$ cat src/rtl/register_dump_sender.sv
// Streams a snapshot of the register file out through a UART TX byte interface:
// registers in ascending index order, four bytes each, most significant byte first.
module register_dump_sender #(
  parameter int NUM_REGS    = 32,
  parameter int INDEX_WIDTH = 5
) (
  input  logic                   clock,
  input  logic                   reset,
  input  logic                   start,
  input  logic [31:0]            register_value,
  input  logic                   tx_done,
  output logic [INDEX_WIDTH-1:0] register_index,
  output logic [7:0]             tx_data,
  output logic                   tx_start,
  output logic                   busy,
  output logic                   dump_done
);

  localparam logic [2:0] IDLE   = 3'd0;
  localparam logic [2:0] FETCH  = 3'd1;
  localparam logic [2:0] SEND   = 3'd2;
  localparam logic [2:0] WAIT   = 3'd3;
  localparam logic [2:0] FINISH = 3'd4;

  localparam logic [INDEX_WIDTH-1:0] LAST_INDEX = INDEX_WIDTH'(NUM_REGS - 1);

  logic [2:0]  state;
  logic [1:0]  byte_count;
  logic [31:0] shift;

  // All outputs are registered; tx_start and dump_done default low so they
  // only ever pulse for a single cycle.
  always_ff @(posedge clock or negedge reset) begin
    if (!reset) begin
      state          <= IDLE;
      register_index <= '0;
      tx_data        <= '0;
      tx_start       <= 1'b0;
      busy           <= 1'b0;
      dump_done      <= 1'b0;
      byte_count     <= '0;
      shift          <= '0;
    end else begin
      // NOTE: non-blocking assignments make every branch see the pre-edge
      // values of state, shift and byte_count, as real flip-flops would.
      tx_start  <= 1'b0;
      dump_done <= 1'b0;
      case (state)
        IDLE: begin
          if (start) begin
            register_index <= '0;
            busy           <= 1'b1;
            state          <= FETCH;
          end
        end
        FETCH: begin
          // The index was updated on the previous edge, so the mux has settled.
          shift      <= register_value;
          byte_count <= '0;
          state      <= SEND;
        end
        SEND: begin
          tx_start <= 1'b1;
          tx_data  <= shift[31:24];
          state    <= WAIT;
        end
        WAIT: begin
          if (tx_done) begin
            if (byte_count != 2'd3) begin
              shift      <= {shift[23:0], 8'h00};
              byte_count <= byte_count + 2'd1;
              state      <= SEND;
            end else if (register_index < LAST_INDEX) begin
              register_index <= register_index + INDEX_WIDTH'(1);
              state          <= FETCH;
            end else begin
              dump_done <= 1'b1;
              state     <= FINISH;
            end
          end
        end
        FINISH: begin
          busy           <= 1'b0;
          register_index <= '0;
          state          <= IDLE;
        end
        default: state <= IDLE;
      endcase
    end
  end

endmodule

$ cat config.mk
export PLATFORM = sky130hd
export DESIGN_NAME = register_dump_sender
export DESIGN_NICKNAME = d
export VERILOG_FILES = /design/src/rtl/register_dump_sender.sv
export SDC_FILE = /design/constraint.sdc
export NUM_CORES = 1
export LEC_CHECK = 0
export CORE_ASPECT_RATIO = 1.4
export CORE_UTILIZATION = 40
export CTS_CLUSTER_SIZE = 25
export DETAILED_ROUTE_END_ITERATION = 8
export GPL_TIMING_DRIVEN = 0
export HOLD_SLACK_MARGIN = 0.1
export PLACE_DENSITY = 0.62
export SLEW_MARGIN = 20
export SYNTH_ARGS = -nofsm -noshare
export SYNTH_HDL_FRONTEND = slang
export SYNTH_SLANG_ARGS = --single-unit
$ cat constraint.sdc
create_clock -name clock -period 2.1 [get_ports clock]
set_input_delay 0.42 -clock clock [delete_from_list [all_inputs] [get_ports clock]]
set_output_delay 0.42 -clock clock [all_outputs]
set_load 0.005 [all_outputs]
==> results.ini <==
[status]
outcome=finished clean

[pwr]
p_leak_nw=1.41
power_density_nw_per_um2=1320
totalPowerFinal_mw=4.07
vdd_drop_max_uv=637

[floorplanning]
start_util=0.411
die_h_um=93.5
pin_count=52
dieArea_um2=6300
core-area_um2=5820
die_x_um=67.3
rows=33

[cts]
path_clk_slew_ps=90
cts.sinks=53
postCtsSetupBuffers=0
clk_latency_ps=300
cts.hold.buffers_added=0
cts_buffers=5
ctsResizeCount=0
cts_root_buffer=clkbuf_8
clockBufferDepth=2
cts_tree=built
htree_levels=2

[route]
drt_iter0_markers=74
detail-route-antenna-nets=0
routed_wl_um=4730
drt_first_pass_iters=4
num_vias=1725
via_per_inst=4.99
drc=0
wl_per_cell_um=13.7

[logic_synthesis]
yosysSeqAreaShare=0.555
synth-warning-count=0
synth.largest_area_cell=dfrtp_1
synth_cells=217
synth.cell_area_um2=2390
synth.distinct_cells=31
synth.avg_cell_area_um2=11.0
synth_top_area_share=0.555
synth-seq-cells=53
synth_top_cells_by_area=dfrtp_1, mux2i_1, nand2_1, o21ai_1, mux2_2
syn_nets=255

[critical_path]
crit_required_ps=1680
critPathCaptureType=output pin
path_max_fanout=8
crit_family=buffers and inverters
cp.buffers_inverters=1
cp_cell_sequence=clkdlybuf4s50_1
worst_ep_arrival_time_ps=1330
critPathMaxStageDelay_ps=550
cpMaxStageDelayCell=clkdlybuf4s50_1
ff2ff_setup_slack_ps=350
path_class=reg2out
critPathLaunchType=flop

[job]
max-cap-violations=0

[sta]
fmax_mhz=570
relSlewSlack=0.552
postLayoutSetupSlackWorst_ps=345
slew_violations=0
worst_pin_slew_ps=673
setup_viol_count_final=0
rsz0062_at_grt=false
hold_viol_final=0
period_minus_slack_ps=1750
clock_skew_ps=3.90
post-route-period-util=0.836

[finish]
syn2layout_area_growth_pct=29.1
fin_nets=313
layout.cells.most_common_list=dfrtp_1, clkdlybuf4s50_1, nand2_1
drive_above_1_share=0.130
nFillCells=541
antennaDiodeCount=0
mostFrequentLayoutCell=dfrtp_1

[grt]
grt_pass1_wl_um=8000
antenna_found_initial=0
grt_usage=0.169
grt_max_degree=54
grt_pass1_vias=1616
overflow=0

[placement]
pre_cts_slack_ps=70.8
gp_congestion=0.751
port_buffers=51
dp_hpwl_um=3380

[worst_hold_path]
hold_path.class=in2async

## final cells by class
class,instances,area [µm²],area share
clock buffer,7,96.3,0.0312
timing repair buffer,51,508,0.165
sequential,53,1330,0.429
tap,70,87.6,0.0284
inverter,2,7.51,0.00243
multi-input combinational,149,962,0.312
buffer,13,95.1,0.0308
clock inverter,1,5.00,0.00162
## synthesized netlist by cell type (all sizes together)
cell type / instances
o21ai: 26
mux2i: 24
a211oi: 1
buf: 9
nor2: 5
nand3b: 1
a211o: 1
o2bb2ai: 1
inv: 2
and3: 1
dfrtp: 53
a22o: 1
nand3: 9
mux2: 10
clkbuf: 4
nand2b: 1
a41oi: 2
nand4: 1
nor3: 5
or2: 1
nand2: 44
a31oi: 1
a21oi: 7
nor3b: 1
a32o: 1
a31o: 3
ha: 2
## state kept, by name (all words and copies together) (netlist names)
| signal | count |
|---|---|
| byte_count | 2 |
| tx_start | 1 |
| state | 3 |
| tx_data | 8 |
| register_index | 5 |
| shift | 32 |
| dump_done | 1 |
| busy | 1 |
## power breakdown
part | switching (mW) | total, mW | internal, mW
sequential | 0.217 | 1.62 | 1.40
clock | 0.327 | 0.625 | 0.299
combinational | 0.878 | 1.83 | 0.949
total | 1.42 | 4.07 | 2.65
## through the flow
stage / hold WS (ps) / area (µm²) / setup TNS (ps) / instances / utilization
after floorplan: 124 / 2390 / 0 / 217 / -
after global placement: 448 / 2990 / -53800 / 338 / 0.513
after detailed placement: 455 / 2990 / 0 / 338 / 0.513
after CTS: 173 / 3090 / 0 / 346 / 0.530
after global routing: 174 / 3090 / 0 / 346 / 0.530
final: 150 / 3090 / 0 / 346 / 0.530
## cell families (layout without fill, tap and decap cells)
kind of cell               after synthesis  after routing  synth area share
buffers and inverters                   15             74            0.0429
DFF                                     53             53             0.555
muxes                                   34             34             0.148
and+or+nand+nor                         69             69             0.126
adders and majority gates                2              2            0.0105
AOI/OAI and AO/OA                       44             44             0.118
## per-layer routing
layer,global-route usage,part of all wire,wire [µm]
met1,0.228,0.46,2200
met2,0.263,0.49,2330
met3,0.0354,0.031,145
met4,0.0621,0.012,58
met5,0,0,0
## worst paths after layout
kind	start	to	cells after the start
max	register_index[0]$_DFFE_PN0P_	register_index[0]	1
max in group asynchronous	reset	shift[22]$_DFFE_PN0P_	1
min reg2reg	shift[5]$_DFFE_PN0P_	shift[5]$_DFFE_PN0P_	2
max reg2reg	byte_count[0]$_DFFE_PN0P_	shift[21]$_DFFE_PN0P_	7
min in group clock	shift[5]$_DFFE_PN0P_	shift[5]$_DFFE_PN0P_	2
min	reset	register_index[0]$_DFFE_PN0P_	1
Note: power is estimated with default switching activity, not from simulation.
